`src/rtl/alu_result_stage_pkg.sv`:
```
// Shared widths, condition-code constants and the writeback entry type for
// the ALU result / writeback stage.
package alu_result_stage_pkg;

    localparam int DATA_WIDTH     = 16;
    localparam int REG_ADDR_WIDTH = 3;
    localparam int PC_WIDTH       = 16;

    // Condition-code bit positions inside the {n,z,p} vector and branch mask.
    localparam int BR_N = 2;
    localparam int BR_Z = 1;
    localparam int BR_P = 0;

    localparam logic [2:0] CC_RESET = 3'b010;

    typedef struct packed {
        logic [REG_ADDR_WIDTH-1:0] rd;
        logic [DATA_WIDTH-1:0]     data;
    } wb_entry_t;

    function automatic logic br_eval(input logic [2:0] mask, input logic [2:0] cc);
        return |(mask & cc);
    endfunction

endpackage

```
`src/rtl/alu_result_stage_if.sv`:
```
// Upstream (ALU result) and downstream (register-file writeback) handshake
// bundle of the result stage.
interface alu_result_stage_if;
    import alu_result_stage_pkg::*;

    logic                      in_valid;
    logic                      in_ready;
    logic [DATA_WIDTH-1:0]     in_result;
    logic                      in_n;
    logic                      in_z;
    logic                      in_p;
    logic [REG_ADDR_WIDTH-1:0] in_rd;
    logic                      in_we;
    logic                      in_set_cc;
    logic                      in_br;
    logic [2:0]                in_br_mask;
    logic [PC_WIDTH-1:0]       in_br_target;

    logic                      out_valid;
    logic                      out_ready;
    logic [REG_ADDR_WIDTH-1:0] out_rd;
    logic [DATA_WIDTH-1:0]     out_data;

    modport master (
        output in_valid, in_result, in_n, in_z, in_p, in_rd, in_we,
               in_set_cc, in_br, in_br_mask, in_br_target, out_ready,
        input  in_ready, out_valid, out_rd, out_data
    );

    modport slave (
        input  in_valid, in_result, in_n, in_z, in_p, in_rd, in_we,
               in_set_cc, in_br, in_br_mask, in_br_target, out_ready,
        output in_ready, out_valid, out_rd, out_data
    );

endinterface

```
`src/rtl/alu_result_stage_wb_fifo2.sv`:
```
// Two-entry valid/ready elastic buffer. The head always lives in slot0, so
// the output is a plain register and stays stable while stalled.
module wb_fifo2 #(
    parameter int WIDTH = 19
) (
    input  logic             clk,
    input  logic             rst_n,
    input  logic             push_valid,
    output logic             push_ready,
    input  logic [WIDTH-1:0] push_data,
    output logic             pop_valid,
    input  logic             pop_ready,
    output logic [WIDTH-1:0] pop_data
);

    logic [1:0]       count_r;
    logic [WIDTH-1:0] slot0_r;
    logic [WIDTH-1:0] slot1_r;
    logic             push_s;
    logic             pop_s;

    assign push_ready = (count_r != 2'd2);
    assign pop_valid  = (count_r != 2'd0);
    assign pop_data   = slot0_r;
    assign push_s     = push_valid && push_ready;
    assign pop_s      = pop_valid && pop_ready;

    // Occupancy and slot update; a pop only shifts when a second entry exists.
    always_ff @(posedge clk or negedge rst_n) begin
        if (!rst_n) begin
            count_r <= 2'd0;
            slot0_r <= {WIDTH{1'b0}};
            slot1_r <= {WIDTH{1'b0}};
        end else begin
            case ({push_s, pop_s})
                2'b10: begin
                    if (count_r == 2'd0) begin
                        slot0_r <= push_data;
                    end else begin
                        slot1_r <= push_data;
                    end
                    count_r <= count_r + 2'd1;
                end
                2'b01: begin
                    if (count_r == 2'd2) begin
                        slot0_r <= slot1_r;
                    end else begin
                        slot0_r <= slot0_r;
                    end
                    count_r <= count_r - 2'd1;
                end
                2'b11: begin
                    if (count_r == 2'd1) begin
                        slot0_r <= push_data;
                    end else begin
                        slot0_r <= slot1_r;
                        slot1_r <= push_data;
                    end
                end
                default: begin
                    count_r <= count_r;
                end
            endcase
        end
    end

endmodule

```
`src/rtl/alu_result_stage.sv`:
```
// Execute-to-writeback stage: holds the architectural condition codes,
// resolves conditional branches and buffers register writebacks.
module alu_result_stage
    import alu_result_stage_pkg::*;
(
    input  logic                clk,
    input  logic                rst_n,
    alu_result_stage_if.slave   bus,
    output logic                cc_n,
    output logic                cc_z,
    output logic                cc_p,
    output logic                br_taken,
    output logic [PC_WIDTH-1:0] br_target
);

    logic [2:0]          cc_r;
    logic                br_taken_r;
    logic [PC_WIDTH-1:0] br_target_r;
    logic                fifo_ready_s;
    logic                in_ready_s;
    logic                accept_s;
    logic                push_s;
    logic                taken_s;
    wb_entry_t           push_entry_s;
    wb_entry_t           head_s;

    // Both terms are registered, so out_ready never reaches in_ready.
    assign in_ready_s   = fifo_ready_s && !br_taken_r;
    assign accept_s     = bus.in_valid && in_ready_s;
    assign push_s       = accept_s && bus.in_we;
    assign taken_s      = accept_s && bus.in_br && br_eval(bus.in_br_mask, cc_r);
    assign push_entry_s = '{rd: bus.in_rd, data: bus.in_result};

    assign bus.in_ready = in_ready_s;
    assign bus.out_rd   = head_s.rd;
    assign bus.out_data = head_s.data;

    assign cc_n      = cc_r[BR_N];
    assign cc_z      = cc_r[BR_Z];
    assign cc_p      = cc_r[BR_P];
    assign br_taken  = br_taken_r;
    assign br_target = br_target_r;

    // Condition codes and branch resolution; the branch sees the CC from before this edge.
    always_ff @(posedge clk or negedge rst_n) begin
        if (!rst_n) begin
            cc_r        <= CC_RESET;
            br_taken_r  <= 1'b0;
            br_target_r <= {PC_WIDTH{1'b0}};
        end else begin
            if (accept_s && bus.in_set_cc) begin
                cc_r <= {bus.in_n, bus.in_z, bus.in_p};
            end else begin
                cc_r <= cc_r;
            end
            br_taken_r <= taken_s;
            if (taken_s) begin
                br_target_r <= bus.in_br_target;
            end else begin
                br_target_r <= br_target_r;
            end
        end
    end

    wb_fifo2 #(
        .WIDTH($bits(wb_entry_t))
    ) u_wb_fifo2 (
        .clk        (clk),
        .rst_n      (rst_n),
        .push_valid (push_s),
        .push_ready (fifo_ready_s),
        .push_data  (push_entry_s),
        .pop_valid  (bus.out_valid),
        .pop_ready  (bus.out_ready),
        .pop_data   (head_s)
    );

endmodule
```
`src/flat_wrapper.sv`:
```
// flat-port wrapper written by rule: the top's interface ports become plain ports
module alu_result_stage_flat import alu_result_stage_pkg::*;
  (clk, rst_n, cc_n, cc_z, cc_p, br_taken, br_target, bus_in_valid, bus_in_result, bus_in_n, bus_in_z, bus_in_p, bus_in_rd, bus_in_we, bus_in_set_cc, bus_in_br, bus_in_br_mask, bus_in_br_target, bus_out_ready, bus_in_ready, bus_out_valid, bus_out_rd, bus_out_data);
  alu_result_stage_if bus_i ();
  input  logic clk;
  input  logic rst_n;
  output logic cc_n;
  output logic cc_z;
  output logic cc_p;
  output logic br_taken;
  output logic [PC_WIDTH-1:0] br_target;
  input wire logic [$bits(bus_i.in_valid)-1:0] bus_in_valid;
  input wire logic [$bits(bus_i.in_result)-1:0] bus_in_result;
  input wire logic [$bits(bus_i.in_n)-1:0] bus_in_n;
  input wire logic [$bits(bus_i.in_z)-1:0] bus_in_z;
  input wire logic [$bits(bus_i.in_p)-1:0] bus_in_p;
  input wire logic [$bits(bus_i.in_rd)-1:0] bus_in_rd;
  input wire logic [$bits(bus_i.in_we)-1:0] bus_in_we;
  input wire logic [$bits(bus_i.in_set_cc)-1:0] bus_in_set_cc;
  input wire logic [$bits(bus_i.in_br)-1:0] bus_in_br;
  input wire logic [$bits(bus_i.in_br_mask)-1:0] bus_in_br_mask;
  input wire logic [$bits(bus_i.in_br_target)-1:0] bus_in_br_target;
  input wire logic [$bits(bus_i.out_ready)-1:0] bus_out_ready;
  output wire logic [$bits(bus_i.in_ready)-1:0] bus_in_ready;
  output wire logic [$bits(bus_i.out_valid)-1:0] bus_out_valid;
  output wire logic [$bits(bus_i.out_rd)-1:0] bus_out_rd;
  output wire logic [$bits(bus_i.out_data)-1:0] bus_out_data;
  assign bus_i.in_valid = bus_in_valid;
  assign bus_i.in_result = bus_in_result;
  assign bus_i.in_n = bus_in_n;
  assign bus_i.in_z = bus_in_z;
  assign bus_i.in_p = bus_in_p;
  assign bus_i.in_rd = bus_in_rd;
  assign bus_i.in_we = bus_in_we;
  assign bus_i.in_set_cc = bus_in_set_cc;
  assign bus_i.in_br = bus_in_br;
  assign bus_i.in_br_mask = bus_in_br_mask;
  assign bus_i.in_br_target = bus_in_br_target;
  assign bus_i.out_ready = bus_out_ready;
  assign bus_in_ready = bus_i.in_ready;
  assign bus_out_valid = bus_i.out_valid;
  assign bus_out_rd = bus_i.out_rd;
  assign bus_out_data = bus_i.out_data;
  alu_result_stage u_core (.clk(clk), .rst_n(rst_n), .bus(bus_i), .cc_n(cc_n), .cc_z(cc_z), .cc_p(cc_p), .br_taken(br_taken), .br_target(br_target));
endmodule
```
`config.mk`:
```
export PLATFORM = sky130hd
export DESIGN_NAME = alu_result_stage_flat
export DESIGN_NICKNAME = d
export VERILOG_FILES = /design/src/rtl/alu_result_stage_pkg.sv /design/src/rtl/alu_result_stage_if.sv /design/src/rtl/alu_result_stage_wb_fifo2.sv /design/src/rtl/alu_result_stage.sv /design/src/flat_wrapper.sv
export SDC_FILE = /design/constraint.sdc
export NUM_CORES = 1
export LEC_CHECK = 0
export ABC_AREA = 1
export BUFFER_PORTS_ARGS = -buffer_cell sky130_fd_sc_hd__buf_2
export CAP_MARGIN = 5
export CORE_ASPECT_RATIO = 1.4
export CORE_UTILIZATION = 50
export CTS_CLUSTER_SIZE = 12
export DETAILED_ROUTE_END_ITERATION = 8
export GPL_TIMING_DRIVEN = 0
export PLACE_DENSITY = 0.81
export SLEW_MARGIN = 25
export SYNTH_ARGS = -nofsm -noshare
export SYNTH_HDL_FRONTEND = slang
export SYNTH_SLANG_ARGS = --single-unit
```
`constraint.sdc`:
```
create_clock -name clk -period 5.1 [get_ports clk]
set_clock_uncertainty 0.05 [all_clocks]
set_input_delay 1.02 -clock clk [delete_from_list [all_inputs] [get_ports clk]]
set_output_delay 1.02 -clock clk [all_outputs]
set_load 0.03 [all_outputs]
```
==> flow_summary.json, run 1 <==
{
  "status": "finished, final reports clean",
  "antenna_found_initial": 0,
  "hpwl_mm": 4.66,
  "netlist_instances": 385,
  "power_density_mw_per_mm2": 615,
  "crit_fanout": 3,
  "via_count": 2712,
  "io_pins": 89,
  "synthArstFlopShare": 1.00,
  "io_buffers": 88,
  "synth_fa_ha_area_frac": 0.0296,
  "end_kind": "output pin",
  "hold_buffers": 0,
  "drtIter0Drc": 195,
  "synth_seq_cells": 60,
  "ys_seq_area_frac": 0.508,
  "synth_xor_xnor_area_share": 0.00592,
  "synth_edf_count": 0,
  "critPathRequiredTime_ns": 4.03,
  "cts_buffers": 9,
  "synth_top_family_by_area": "simple AND/OR/NAND/NOR gates",
  "die_h_um": 93.0,
  "fill_cells": 528,
  "place_congestion": 0.782,
  "vias_per_cell": 4.87,
  "cts_resized": 0,
  "hold_viol": 0,
  "yosysWarnings": 0,
  "synth_compound_area_frac": 0.00762,
  "synth_area_per_cell_um2": 7.68,
  "grt_max_degree": 61,
  "path_clk_slew_ns": 0.06,
  "crit_arrival_ns": 1.45,
  "grt_pass1_wl_mm": 11.0,
  "clkLatencyLatePin_ns": 0.34,
  "rsz0062_at_grt": "no",
  "vdd.ir_drop.worst_v": 0.000402,
  "dieArea_mm2": 0.00623,
  "multi_input_area_mm2": 0.00125,
  "post_cts_buffers": 0,
  "clock_path_buffers": 2,
  "wire_per_inst_um": 11.5,
  "grt_pass1_vias": 2635,
  "drive_gt1_frac": 0.266,
  "final_area_mm2": 0.00365,
  "yosys.area_share.simple": 0.381,
  "clock_sinks": 60,
  "syn_area_mm2": 0.00296,
  "track_usage": 0.236,
  "holdCritPathClass": "reg2reg",
  "leakage_uw": 0.00221,
  "start_util": 0.527,
  "yosys-mux-area-fraction": 0,
  "timing.final.crit_share": 0.494,
  "slew_headroom": 0.507,
  "ant_nets": 0,
  "cts.htree.levels": 3,
  "dpl_cell_area_mm2": 0.00348,
  "die_w_um": 67.0,
  "fp.coreArea_mm2": 0.00561,
  "syn_nets": 440,
  "route.detailed.drc": 0,
  "area_growth_pct": 23.4,
  "num_rows": 32,
  "setup_viol_count_final": 0,
  "drt_wl_total_mm": 6.41,
  "grt_overflow": 0,
  "worst_slew_pin_slew_ns": 0.739,
  "root_buffer": "clkbuf_8",
  "path_class": "reg2out",
  "post-route-util": 0.651,
  "num_antenna_cells": 0,
  "ys_types": 21,
  "synth_ff_type": "dfrtp_1",
  "ff_latch_area_mm2": 0.00150,
  "fmax_mhz": 397,
  "drv_slew": 0,
  "cts_tree": "done",
  "nNetsFinal": 539,
  "final.min_clock_period_ns": 2.52,
  "timing.setup.tns_ns": 0,
  "maxCapViolCount": 0,
  "start_kind": "flop",
  "first_pass_iters": 4
}
==> worst max-delay path, stage by stage (launching register included) <==
cell     delay [ns]
dfrtp_1        0.38
inv_1          0.08
ha_1           0.28
nor2_4         0.16
buf_2          0.21
==> cells in the mapped netlist (2+ instances only) <==
cell | n | area (um^2)
dfrtp_1 | 59 | 1480
nand2_2 | 4 | 25.0
nand3_1 | 38 | 190
nand2_4 | 2 | 22.5
inv_1 | 28 | 105
buf_2 | 7 | 35.0
nand3_2 | 2 | 20.0
inv_2 | 2 | 7.51
ha_1 | 7 | 87.6
buf_4 | 5 | 37.5
nor2_4 | 2 | 22.5
nor2_1 | 22 | 82.6
o21ai_2 | 2 | 17.5
nand2_1 | 198 | 743
==> placed cells by master (no fill, tap or decap) <==
| cell | netlist | layout |
|---|---|---|
| xor2_1 | 1 | 1 |
| inv_2 | 2 | 2 |
| dfrtp_1 | 59 | 59 |
| o21ai_2 | 2 | 2 |
| buf_2 | 7 | 94 |
| inv_1 | 28 | 28 |
| clkbuf_8 | 0 | 10 |
| nand3_1 | 38 | 38 |
| buf_4 | 5 | 6 |
| a21oi_1 | 1 | 1 |
| nor2_4 | 2 | 2 |
| nand2_4 | 2 | 2 |
| nand2_2 | 4 | 4 |
| buf_6 | 1 | 1 |
| nand3_2 | 2 | 2 |
| nand2_1 | 198 | 198 |
| nor2_8 | 1 | 1 |
| dfstp_2 | 1 | 1 |
| nor2_1 | 22 | 22 |
| clkbuf_1 | 1 | 4 |
| xnor2_1 | 1 | 1 |
| ha_1 | 7 | 7 |
| clkinv_2 | 0 | 3 |
==> power breakdown <==
part	leakage, uW	total [uW]	internal (uW)	switching, uW
clock	0.0000872	364	187	177
combinational	0.00137	1080	329	747
sequential	0.000754	804	690	114
==> layout make-up <==
type / count / share of cell area
Multi-Input combinational cell: 281 / 0.344
Inverter: 30 / 0.0309
Timing Repair Buffer: 88 / 0.121
Buffer: 14 / 0.0240
Clock inverter: 3 / 0.00412
Tap cell: 68 / 0.0233
Sequential cell: 60 / 0.412
Clock buffer: 13 / 0.0408
==> sequential cells by signal (all words and copies together), names as in the netlist <==
signal	flops
u_core.br_target	16
u_core.u_wb_fifo2.count_r	2
u_core.br_taken	1
u_core.u_wb_fifo2.slot1_r	19
u_core.cc_r	3
u_core.u_wb_fifo2.pop_data	19
==> final timing paths <==
check / startpoint / end / slack, ns / depth (start not counted)
worst min-delay path: u_core.br_target[7]$_DFFE_PN0P_ / u_core.br_target[7]$_DFFE_PN0P_ / 0.42 / 2
worst max register to register: u_core.u_wb_fifo2.count_r[0]$_DFFE_PN0P_ / u_core.u_wb_fifo2.pop_data[6]$_DFFE_PN0P_ / 2.62 / 15
min in group asynchronous: rst_n / u_core.u_wb_fifo2.slot1_r[11]$_DFFE_PN0P_ / 0.67 / 1
worst min register to register: u_core.br_target[7]$_DFFE_PN0P_ / u_core.br_target[7]$_DFFE_PN0P_ / 0.42 / 2
max in group asynchronous: rst_n / u_core.u_wb_fifo2.count_r[1]$_DFFE_PN0P_ / 3.81 / 1
worst max-delay path: u_core.u_wb_fifo2.count_r[0]$_DFFE_PN0P_ / bus_in_ready / 2.58 / 4
==> cells by family after synthesis <==
kind of cell,Yosys count
compound gates,3
xor+xnor,2
fa+ha+maj,7
buf+inv,44
flops,60
simple gates,269
==> metal layers <==
metal / global-route usage / share of wire / routed length [um] / vias up
met2: 0.420 / 0.51 / 3260 / 79
met1: 0.257 / 0.42 / 2710 / 1260
li1: - / - / - / 1363
met3: 0.0537 / 0.046 / 298 / 10
met4: 0.110 / 0.023 / 145 / 0
met5: 0 / 0 / 0 / -
==> through the flow <==
stage / instances / hold slack, ns / total power (uW) / worst slack, ns
global route: 557 / 0.446 / 2420 / 2.43
global placement: 541 / 0.403 / 1860 / 2.31
CTS: 557 / 0.423 / 2260 / 2.56
finish: 557 / 0.421 / 2240 / 2.58
detailed placement: 541 / 0.406 / 1900 / 2.28
floorplan: 385 / 0.392 / 1590 / 2.73
(Power assumes the default switching activity.)
==> run 2, diff against run 1 <==
- clock period: 5.1 -> 2.5 ns (I/O delays scaled with it)
==> flow_summary.json, run 2 (same netlist as run 1, synthesis figures left out) <==
{
  "path_clk_slew_ns": 0.07,
  "holdCritPathClass": "in2async",
  "grt_max_degree": 61,
  "crit_fanout": 10,
  "layout.cells.non_filler": 561,
  "grt_pass1_vias": 2646,
  "crit_family": "simple AND/OR/NAND/NOR gates",
  "most-common-layout-cells": "197 x nand2_1, 90 x buf_2, 59 x dfrtp_1",
  "power_frac_seq": 0.353,
  "wire_per_inst_um": 11.5,
  "clock_sinks": 60,
  "fp.coreArea_mm2": 0.00561,
  "vdd.ir_drop.worst_v": 0.000843,
  "dieArea_mm2": 0.00623,
  "cp_slowest_cell": "dfrtp_1",
  "drt_wl_total_mm": 6.43,
  "cp_common_cell": "nand2_1",
  "antenna_found_initial": 0,
  "switching_share": 0.458,
  "leakage_uw": 0.00224,
  "grt_overflow": 0,
  "timing.rr.start": "u_core.u_wb_fifo2.count_r[0]$_DFFE_PN0P_",
  "place_congestion": 0.782,
  "status": "finished, final reports clean",
  "root_buffer": "clkbuf_8",
  "p_switching_uw": 2130,
  "hold_buffers": 0,
  "fill_cells": 518,
  "drive_gt1_frac": 0.278,
  "crit_arrival_ns": 2.46,
  "fmax_mhz": 437,
  "path_class": "reg2reg",
  "nNetsFinal": 543,
  "mostFrequentLayoutCell": "nand2_1",
  "drtIter0Drc": 172,
  "maxCapViolCount": 0,
  "worst-path-buf-inv": 4,
  "path_cells": "inv_1 -> ha_2 -> nor2_4 -> nand2_4 -> inv_2 -> nand2_1 -> inv_1 -> ha_1 -> nand2_2 -> nand3_4 -> buf_4 -> nand2_1 -> nand2_1 -> nand2_1 -> nand2_1",
  "io_pins": 89,
  "track_usage": 0.237,
  "p_int_uw": 2520,
  "start_kind": "flop",
  "final.min_clock_period_ns": 2.29,
  "slowest_delay_ns": 0.41,
  "timing.setup.tns_ns": 0,
  "dp_cells": 541,
  "rsz0062_at_grt": "no",
  "slew_headroom": 0.506,
  "area_growth_pct": 25.7,
  "route.detailed.drc": 0,
  "via_count": 2733,
  "clkLatencyLatePin_ns": 0.33,
  "setup.worst_path.start": "u_core.u_wb_fifo2.count_r[0]$_DFFE_PN0P_",
  "die_h_um": 93.0,
  "drv_slew": 0,
  "worst_slew_pin_slew_ns": 0.741,
  "power.share.clock": 0.159,
  "io_buffers": 88,
  "cts.htree.levels": 3,
  "hold_viol": 0,
  "critPathRequiredTime_ns": 2.67,
  "end_kind": "flop",
  "ant_nets": 0,
  "grt_pass1_wl_mm": 11.1,
  "num_rows": 32,
  "hpwl_mm": 4.66,
  "setup_viol_count_final": 0,
  "cts_tree": "done",
  "die_w_um": 67.0,
  "timing.final.crit_share": 0.915,
  "num_antenna_cells": 0,
  "clock_path_buffers": 2,
  "cts_buffers": 9,
  "first_pass_iters": 4,
  "power_density_mw_per_mm2": 1250,
  "vias_per_cell": 4.87,
  "start_util": 0.527,
  "combinationalPowerShare": 0.489
}
## run 2: final timing paths
check                                                                 end  depth (start not counted)  slack, ns
worst max-delay path            u_core.u_wb_fifo2.pop_data[6]$_DFFE_PN0P_                         15       0.21
worst min-delay path            u_core.u_wb_fifo2.slot1_r[11]$_DFFE_PN0P_                          1       0.17
worst max register to register  u_core.u_wb_fifo2.pop_data[6]$_DFFE_PN0P_                         15       0.21
worst min register to register            u_core.br_target[7]$_DFFE_PN0P_                          2       0.42
max in group asynchronous        u_core.u_wb_fifo2.count_r[1]$_DFFE_PN0P_                          1       1.73
min in group clk                               u_core.cc_r[1]$_DFFE_PN1P_                          3       0.33
## run 2: layout make-up
class	instances	area, um^2	area share
well taps	68	85.1	0.0229
plain buffers	14	101	0.0273
repair buffers	92	473	0.127
inverters	30	113	0.0303
flip-flops and latches	60	1500	0.404
multi-input cells	281	1280	0.344
clock buffers	13	149	0.0401
clock inverters	3	15.0	0.00404
## run 2: through the flow
step                      hold WS [ns]  area [um^2]   util  worst slack [ns]  total power [uW]
after floorplan                  0.154         2960      -             0.215              3230
after global placement           0.403         3480  0.621            0.0724              3790
after detailed placement         0.406         3480  0.622            0.0112              3870
after CTS                        0.202         3660  0.652            0.0247              4630
after global routing             0.240         3720  0.663           0.00230              5020
final                            0.171         3720  0.663             0.213              4660
## run 2: timing repair
action                     CTS  global route
setup endpoints to repair    2            20
setup buffers                0             4
pin swaps                    0             2
gates resized for setup      1            10
## run 2: layer usage
layer	wire [um]	up-vias	GRT usage
li1	-	1380	-
met1	2670	1268	0.259
met2	3320	78	0.423
met3	334	7	0.0537
met4	100	0	0.110
met5	0	-	0
## run 2: power by group through the flow
| stage | combinational (uW) | sequential (uW) | clock (uW) |
|---|---|---|---|
| 2_1_floorplan | 1070 | 2160 | 0 |
| 3_3_place_gp | 2160 | 1630 | 0 |
| 4_1_cts | 2230 | 1640 | 757 |
| 3_5_place_dp | 2220 | 1640 | 0 |
| 6_report | 2270 | 1640 | 738 |
| 5_1_grt | 2530 | 1690 | 791 |
